--- src/rtl/vga_rx_monitor.sv ---
// VGA stream monitor: measures hsync/vsync timing, locks after one clean frame and emits
// active-area pixel coordinates and colour. One pixel-edge latency; pix_en=0 holds everything.
module vga_rx_monitor #(
   parameter int H_ACTIVE = 800,
   parameter int H_FP     = 40,
   parameter int H_SYNC   = 128,
   parameter int H_BP     = 88,
   parameter int V_ACTIVE = 600,
   parameter int V_FP     = 1,
   parameter int V_SYNC   = 4,
   parameter int V_BP     = 23,
   parameter int SYNC_POL = 1
) (
   input  logic       clk,
   input  logic       rst_n,
   input  logic       pix_en,
   input  logic       hs,
   input  logic       vs,
   input  logic [3:0] r,
   input  logic [3:0] g,
   input  logic [3:0] b,
   output logic       px_valid,
   output logic [9:0] px_x,
   output logic [9:0] px_y,
   output logic [3:0] px_r,
   output logic [3:0] px_g,
   output logic [3:0] px_b,
   output logic       frame_start,
   output logic       locked,
   output logic       err_hlen,
   output logic       err_hsync,
   output logic       err_vlen,
   output logic [7:0] err_cnt
);

   localparam int H_TOTAL = H_ACTIVE + H_FP + H_SYNC + H_BP;
   localparam int V_TOTAL = V_ACTIVE + V_FP + V_SYNC + V_BP;

   localparam logic        POL        = (SYNC_POL != 0);
   localparam logic [11:0] H_TOTAL_L  = 12'(H_TOTAL);
   localparam logic [10:0] V_TOTAL_L  = 11'(V_TOTAL);
   localparam logic [10:0] H_SYNC_L   = 11'(H_SYNC);
   localparam logic [10:0] ACT_H_LO   = 11'(H_SYNC + H_BP);
   localparam logic [10:0] ACT_H_HI   = 11'(H_SYNC + H_BP + H_ACTIVE - 1);
   localparam logic [9:0]  ACT_V_LO   = 10'(V_SYNC + V_BP);
   localparam logic [9:0]  ACT_V_HI   = 10'(V_SYNC + V_BP + V_ACTIVE - 1);

   typedef enum logic [1:0] {SEARCH, ALIGN, LOCKED} state_t;

   state_t      state_q, state_d;
   logic [10:0] h_cnt_q, h_cnt_d;
   logic [9:0]  v_cnt_q, v_cnt_d;
   logic        hs_prev_q, hs_prev_d;
   logic        vs_line_q, vs_line_d;
   logic        h_seen_q, h_seen_d;
   logic        v_seen_q, v_seen_d;
   logic [7:0]  err_cnt_q, err_cnt_d;

   logic        px_valid_q, px_valid_d;
   logic [9:0]  px_x_q, px_x_d, px_y_q, px_y_d;
   logic [3:0]  px_r_q, px_r_d, px_g_q, px_g_d, px_b_q, px_b_d;
   logic        frame_start_q, frame_start_d;
   logic        err_hlen_q, err_hlen_d, err_hsync_q, err_hsync_d, err_vlen_q, err_vlen_d;

   logic        hs_a, vs_a, hs_lead, hs_trail, frame_b, any_err, active;
   logic [11:0] line_len;
   logic [10:0] frame_lines;

   always_comb begin
      hs_a        = (hs == POL);
      vs_a        = (vs == POL);
      hs_lead     = hs_a & ~hs_prev_q;
      hs_trail    = ~hs_a & hs_prev_q;
      frame_b     = hs_lead & vs_a & ~vs_line_q;
      line_len    = {1'b0, h_cnt_q} + 12'd1;
      frame_lines = {1'b0, v_cnt_q} + 11'd1;

      state_d   = state_q;
      h_cnt_d   = h_cnt_q;
      v_cnt_d   = v_cnt_q;
      vs_line_d = vs_line_q;
      hs_prev_d = hs_a;
      h_seen_d  = h_seen_q | hs_lead;
      v_seen_d  = v_seen_q | frame_b;

      if (hs_lead) begin
         h_cnt_d = '0;
      end else if (h_cnt_q != '1) begin
         h_cnt_d = h_cnt_q + 11'd1;
      end

      if (hs_lead) begin
         vs_line_d = vs_a;
         if (frame_b) begin
            v_cnt_d = '0;
         end else if (v_cnt_q != '1) begin
            v_cnt_d = v_cnt_q + 10'd1;
         end
      end

      // Checks only report once a frame boundary has been seen (i.e. outside SEARCH).
      err_hlen_d    = (state_q != SEARCH) & hs_lead & h_seen_q & (line_len != H_TOTAL_L);
      err_hsync_d   = (state_q != SEARCH) & hs_trail & (h_cnt_d != H_SYNC_L);
      err_vlen_d    = (state_q != SEARCH) & frame_b & v_seen_q & (frame_lines != V_TOTAL_L);
      any_err       = err_hlen_d | err_hsync_d | err_vlen_d;
      frame_start_d = frame_b;

      err_cnt_d = err_cnt_q;
      if (any_err && err_cnt_q != 8'hFF) begin
         err_cnt_d = err_cnt_q + 8'd1;
      end

      case (state_q)
         SEARCH:  if (frame_b) state_d = ALIGN;
         ALIGN:   if (any_err) state_d = SEARCH;
                  else if (frame_b) state_d = LOCKED;
         LOCKED:  if (any_err) state_d = SEARCH;
         default: state_d = SEARCH;
      endcase

      active = (h_cnt_d >= ACT_H_LO) && (h_cnt_d <= ACT_H_HI) &&
               (v_cnt_d >= ACT_V_LO) && (v_cnt_d <= ACT_V_HI);

      px_valid_d = active && (state_d == LOCKED);
      px_x_d     = '0;
      px_y_d     = '0;
      px_r_d     = '0;
      px_g_d     = '0;
      px_b_d     = '0;
      if (px_valid_d) begin
         px_x_d = 10'(h_cnt_d - ACT_H_LO);
         px_y_d = v_cnt_d - ACT_V_LO;
         px_r_d = r;
         px_g_d = g;
         px_b_d = b;
      end
   end

   always_ff @(posedge clk or negedge rst_n) begin
      if (!rst_n) begin
         state_q       <= SEARCH;
         h_cnt_q       <= '0;
         v_cnt_q       <= '0;
         hs_prev_q     <= 1'b0;
         vs_line_q     <= 1'b0;
         h_seen_q      <= 1'b0;
         v_seen_q      <= 1'b0;
         err_cnt_q     <= '0;
         px_valid_q    <= 1'b0;
         px_x_q        <= '0;
         px_y_q        <= '0;
         px_r_q        <= '0;
         px_g_q        <= '0;
         px_b_q        <= '0;
         frame_start_q <= 1'b0;
         err_hlen_q    <= 1'b0;
         err_hsync_q   <= 1'b0;
         err_vlen_q    <= 1'b0;
      end else if (pix_en) begin
         state_q       <= state_d;
         h_cnt_q       <= h_cnt_d;
         v_cnt_q       <= v_cnt_d;
         hs_prev_q     <= hs_prev_d;
         vs_line_q     <= vs_line_d;
         h_seen_q      <= h_seen_d;
         v_seen_q      <= v_seen_d;
         err_cnt_q     <= err_cnt_d;
         px_valid_q    <= px_valid_d;
         px_x_q        <= px_x_d;
         px_y_q        <= px_y_d;
         px_r_q        <= px_r_d;
         px_g_q        <= px_g_d;
         px_b_q        <= px_b_d;
         frame_start_q <= frame_start_d;
         err_hlen_q    <= err_hlen_d;
         err_hsync_q   <= err_hsync_d;
         err_vlen_q    <= err_vlen_d;
      end
   end

   assign px_valid    = px_valid_q;
   assign px_x        = px_x_q;
   assign px_y        = px_y_q;
   assign px_r        = px_r_q;
   assign px_g        = px_g_q;
   assign px_b        = px_b_q;
   assign frame_start = frame_start_q;
   assign locked      = (state_q == LOCKED);
   assign err_hlen    = err_hlen_q;
   assign err_hsync   = err_hsync_q;
   assign err_vlen    = err_vlen_q;
   assign err_cnt     = err_cnt_q;

endmodule

--- config.mk ---
export PLATFORM = sky130hd
export DESIGN_NAME = vga_rx_monitor
export DESIGN_NICKNAME = d
export VERILOG_FILES = /design/src/rtl/vga_rx_monitor.sv
export SDC_FILE = /design/constraint.sdc
export NUM_CORES = 1
export LEC_CHECK = 0
export BUFFER_PORTS_ARGS = -buffer_cell sky130_fd_sc_hd__clkbuf_2
export CAP_MARGIN = 20
export CELL_PAD_IN_SITES_DETAIL_PLACEMENT = 0
export CELL_PAD_IN_SITES_GLOBAL_PLACEMENT = 1
export CORE_MARGIN = 2
export CORE_UTILIZATION = 45
export CTS_BUF_LIST = sky130_fd_sc_hd__clkbuf_4 sky130_fd_sc_hd__clkbuf_8 sky130_fd_sc_hd__clkbuf_16
export DETAILED_ROUTE_END_ITERATION = 16
export PLACE_DENSITY_LB_ADDON = 0.1
export SYNTH_ARGS = -nofsm -noshare
export SYNTH_HDL_FRONTEND = slang
export SYNTH_SLANG_ARGS = --single-unit
--- constraint.sdc ---
create_clock -name clk -period 4.4 [get_ports clk]
set_clock_uncertainty 0.15 [all_clocks]
set_input_delay 0.22 -clock clk [delete_from_list [all_inputs] [get_ports clk]]
set_output_delay 0.22 -clock clk [all_outputs]
set_load 0.03 [all_outputs]
# After elaboration in Yosys (flattened, before gate mapping)
# Cells that the tools add are included.
dict set report op_classes {
  bitwise_logic 19
  add_sub_neg 7
  n_mux 15
  n_reduce_logical 9
  n_eq_ne 9
  order_cmp 4
}
# cell count
set ops {}
lappend ops {{$mux 10} 5}
lappend ops {{$mux 11} 2}
lappend ops {{$add 11x1->12 const B} 1}
lappend ops {{$and 1x1->1} 12}
lappend ops {{$mux 4} 3}
lappend ops {{$ne 12x11->1 const B} 1}
lappend ops {{$add 10x1->11 const B} 1}
lappend ops {{$add 11x1->11 const B} 1}
lappend ops {{$ge 11x8->1 const B} 1}
lappend ops {{$le 11x10->1 const B} 1}
lappend ops {{$ne 11x10->1 const B} 1}
lappend ops {{$ne 11x11->1 const B} 1}
lappend ops {{$ne 11x8->1 const B} 1}
lappend ops {{$add 10x1->10 const B} 1}
lappend ops {{$ge 10x5->1 const B} 1}
lappend ops {{$le 10x10->1 const B} 1}
lappend ops {{$ne 10x10->1 const B} 1}
lappend ops {{$sub 10x5->10 const B} 1}
lappend ops {{$sub 10x8->10 const B} 1}
lappend ops {{$add 8x1->8 const B} 1}
lappend ops {{$mux 2} 4}
lappend ops {{$ne 8x8->1 const B} 1}
lappend ops {{$pmux 2 s3} 1}
lappend ops {{$logic_and 1x1->1} 5}
lappend ops {{7 further kinds} 14}
dict set report word_totals {
  ff_bits 72
  out_inout_bits 46
  inputBits 17
  word_cells 81
}

# Longest topological paths before layout
dict set report logic_depth {
  ltp_word 13
  mapped_depth 17
}

# Worst setup path before layout
# OpenSTA, ideal clock, no wires.
dict set report synth_timing {
  path_type {reg2reg}
  from {reg v_cnt_q[0]}
  to {reg px_x_q[0], in the netlist px_x[0]}
  n_path_buf 3
  stages_incl_launch_ff 17
  required_ns 4.154
  setup_ns 0.096
  slack_ns 0.904
  t_arrival_ns 3.250
  synth_period_minus_slack_ns 3.496
  cell_sequence {dfrtp_1 > ha_1 > clkbuf_1 > and2_1 > nand2_1 > o21ai_0 > a22oi_1 > inv_1 > ha_1 > inv_1 > o32ai_1 > o211ai_1 > nand3_1 > or4b_1 > buf_2 > buf_4 > o32ai_2}
}
dict set report synth_between {
  elab_chain_cells 9
  word_cells_on_any_way 19
  cone_classes {2 x add/sub; 2 x order compare; 3 x eq/ne; 7 x mux; 2 x bitwise; 3 x reduce/logical}
}
# element line
set synth_lines {}
lappend synth_lines {{start: declaration} 52} ;# logic [9:0] v_cnt_q, v_cnt_d;
lappend synth_lines {{start signal: assignment} 162} ;# v_cnt_q <= v_cnt_d;
lappend synth_lines {{$add 10x1->10 / $ne 10x10->1 (equally long branches)} {97, 96}}
lappend synth_lines {{$mux 10} 96} ;# end else if (v_cnt_q != '1) begin
lappend synth_lines {{$mux 10} 94} ;# if (frame_b) begin
lappend synth_lines {{$mux 10 *} 92} ;# if (hs_lead) begin
lappend synth_lines {{via v_cnt_d[0]} 52}
lappend synth_lines {{$ge 10x5->1} 122} ;# (v_cnt_d >= ACT_V_LO) && (v_cnt_d <= ACT_V_HI);
lappend synth_lines {{$logic_and 1x1->1} 121} ;# active = (h_cnt_d >= ACT_H_LO) && (h_cnt_d <= ACT_H_HI) &&
lappend synth_lines {{$logic_and 1x1->1 *} 122}
lappend synth_lines {{$logic_and 1x1->1 *} 124} ;# px_valid_d = active && (state_d == LOCKED);
lappend synth_lines {{$mux 10 *} 130} ;# if (px_valid_d) begin
lappend synth_lines {{end signal: assignment} 169} ;# px_x_q <= px_x_d;
lappend synth_lines {{end: declaration} 60} ;# logic [9:0] px_x_q, px_x_d, px_y_q, px_y_d;
# The timed path passes the listed nets; every way through them passes the cells marked *.
# A chain may end at the register's enable or synchronous reset.

# Final worst setup path
dict set report layout_timing {
  from {reg v_cnt_q[1]}
  to {reg px_x_q[4], in the netlist px_x[4]}
}
dict set report layout_between {
  elab_chain_cells 9
  word_cells_on_any_way 19
  cone_classes {2 x add/sub; 2 x order compare; 3 x eq/ne; 7 x mux; 2 x bitwise; 3 x reduce/logical}
}
# element line
set layout_lines {}
lappend layout_lines {{$ne 10x10->1 *} 96}
lappend layout_lines {{$mux 10 *} 96}
lappend layout_lines {{$mux 10 *} 94}
lappend layout_lines {{$mux 10 *} 92}
lappend layout_lines {{via v_cnt_d[0]} 52}
lappend layout_lines {{$ge 10x5->1} 122}
lappend layout_lines {{$logic_and 1x1->1} 121}
lappend layout_lines {{$logic_and 1x1->1 *} 122}
lappend layout_lines {{$logic_and 1x1->1 *} 124}
lappend layout_lines {{$mux 10 *} 130}
# Marks and branches as above.

==> flow_summary.toml <==
[clock_tree]
cts_setup_buffers = 0
hold_buffers = 14
clk_pin_slew_worst_paths_ps = 80
cts_root_buf = "clkbuf_8"
cts_tree = "done"
numCtsBuffers = 9
htree_levels = 3
cts_resized = 0
clk_path_buf_depth = 2
clkLatencyLatePin_ps = 350
cts.sinks = 72

[pwr]
comb_power_share = 0.259
switching_share = 0.3548
ir_worst_vdd_v = 0.0002306
switchingPower_mw = 0.7178
p_int_mw = 1.305
clkPwrFrac = 0.330
leakage_nw = 2.399
power_frac_seq = 0.411
power_density_nw_per_um2 = 373.9

[synthesis]
synth_seq_cells = 72
synth_cell_types = 68
syn_avg_cell_area_um2 = 9.290
yosys_warnings = 0
synth_cells = 506
ys_seq_area_frac = 0.3833
postSynthNetCount = 530
synth_area_leaders = "dfrtp_1 38%, o32ai_2 5.2%, inv_1 4.6%, o32ai_1 3.4%, xor2_1 3.2%"
synth_edf_count = 0
ys.flop_type = "dfrtp_1"
synthArstFlopShare = 1.000
syn_area_um2 = 4701
synth.top_cell.area_share = 0.3833
yosysTopAreaCell = "dfrtp_1"

[sta]
rsz0062_at_grt = "no"
final_max_slew_viol_count = 0
setup_tns_ps = 0
fmax_mhz = 254.5
worst_pin_slew_ps = 931.8
post-route-period-util = 0.8930
period_minus_slack_ps = 3929
slew_headroom = 0.3788
setup_viol = 0
final_hold_viol_count = 0
fin_ws_ps = 470.8

[global_route]
grt-ovfl-total = 0
grt_pass1_vias = 4056
antenna_found_initial = 0
grt_start_max_net_pins = 73
grt_pass1_wl_um = 20400
grt_use_total = 0.2243

[place]
preCtsSetupSlack_ps = 498.1
dpl.hpwl_um = 8226
io_buffers = 62
dp_cells = 675
gp_congestion = 0.8422

[worst_setup_path]
cp.arrival_ps = 4010
rr_startpoint = "v_cnt_q[1]"
rr_worst_depth = 14
cp_data_required_time_ps = 4480
critical_path_class = "reg2reg"
worst_setup_path_end_kind = "flip-flop"
crit_path_start_kind = "flip-flop"
r2r_setup_slack_ps = 470
rr_endpoint = "px_x[4]"
critPathMaxFanout = 33

[detailed_routing]
first_pass_iters = 4
vias = 4012
viasPerCell = 5.691
antenna_left = 0
drtIter0Drc = 213
routed_wl_um = 11940
drc = 0
avgRoutedWirePerCell_um = 16.93

[floorplanning]
core_area_um2 = 10230
start_util = 0.4595
rows = 37
fp.dieArea_um2 = 11280
dieHeight_um = 106.2
pin_count = 63
die_x_um = 106.2

[min_path]
min_path_cells = 2
hold_path_class = "in2reg"
min_from = "hs"
whs_endpoint = "hs_prev_q"

[layout]
layout.cells.most_common = "dfrtp_1"
stdcell_count = 705
nets = 588
drive_gt1_frac = 0.2179
area_growth_syn_to_layout_pct = 15.09
diodes = 0
final_cell_mix = "72 x dfrtp_1, 61 x clkbuf_2, 58 x inv_1"

[flow_run]
max-cap-violations = 0

[run_status]
status = "completed"
state kept, by name, summed over array words and instances, names as in the netlist, 2 cells and up:
signal	flops
err_cnt	8
h_cnt_q	11
px_b	4
px_g	4
px_r	4
px_x	10
px_y	10
state_q	2
v_cnt_q	10
critical path, stage by stage, from the launching register on:
cell      delay (ps)
dfrtp_1          480
ha_1             490
and2_1           270
nand2_1          110
o21ai_0          180
a22oi_1          140
inv_1            140
ha_1             190
inv_1             70
o32ai_1          250
o211ai_1         170
nand3_1           90
or4b_1           430
buf_4            280
o32ai_1          330
synth_stat cells (all sizes together), types with 2 or more instances:
cell     instances
nor4             3
mux2i            3
nand4           10
nor3             7
a41oi            6
o21ai           23
and3            10
or3              3
and3b            3
o311a            2
a2111oi          2
nor2b            4
xnor2            9
o22ai            5
nand3           25
o211ai           4
buf             22
inv             58
xor2            17
o32ai           33
or4b             3
nor2            25
nand2           38
a211oi           8
and4             6
a21oi           16
a31oi           11
dfrtp           72
and2             7
nor3b            2
ha               7
mux2            14
a31o             2
clkbuf          14
o2111ai          2
nand2b           9
a21o             4
final cells by class:
type / count / area (um^2)
clock buffer: 10 / 131.4
fill: 937 / 4821
clock inverter: 6 / 115.1
timing repair buffer: 83 / 505.5
sequential: 72 / 1802
tap: 136 / 170.2
inverter: 58 / 217.7
multi-input combinational: 340 / 2469
power groups by stage:
stage	Sequential (mW)	Clock, mW	Combinational, mW
detailed placement	0.841	0	0.514
finish	0.831	0.668	0.523
floorplan	0.846	0	0.365
global placement	0.838	0	0.509
global route	0.845	0.711	0.583
CTS	0.829	0.681	0.526
metal layers:
metal,up-vias,routed length [um],GRT usage
li1,1952,-,-
met1,1953,5342,0.2953
met2,87,5943,0.3787
met3,20,381,0.02698
met4,0,268,0.08271
met5,-,0,0
kinds of logic (layout without fill, tap and decap cells):
kind of cell               Yosys count  in the layout  share of synthesized area
buffers and inverters               94            157                    0.09156
AOI/OAI and AO/OA                  131            131                     0.2348
muxes                               17             17                    0.03993
adders and majority gates            7              7                    0.01863
xor gates and xnor gates            26             26                    0.04844
and+or+nand+nor                    159            159                     0.1834
DFF                                 72             72                     0.3833
metrics by stage:
step	total power, mW	utilization	hold slack, ps	area (um^2)
6_report	2.023	0.5288	75.34	5410
5_1_grt	2.139	0.5288	73.22	5410
4_1_cts	2.036	0.5288	60.93	5410
3_5_place_dp	1.355	0.4910	275.4	5024
3_3_place_gp	1.348	0.4910	273.1	5024
2_1_floorplan	1.211	-	-225.6	4701
how the worst max path moves through the flow:
stage,startpoint,to,slack [ps],depth (start not counted)
floorplan,v_cnt_q[0],px_x[0],900,16
global placement,v_cnt_q[0],px_x[3],660,14
detailed placement,v_cnt_q[1],px_x[4],500,14
CTS,v_cnt_q[1],px_x[4],500,14
global route,h_cnt_q[0],px_x[4],150,10
finish,v_cnt_q[1],px_x[4],470,14
No activity file was read; power rests on OpenSTA's default activity.
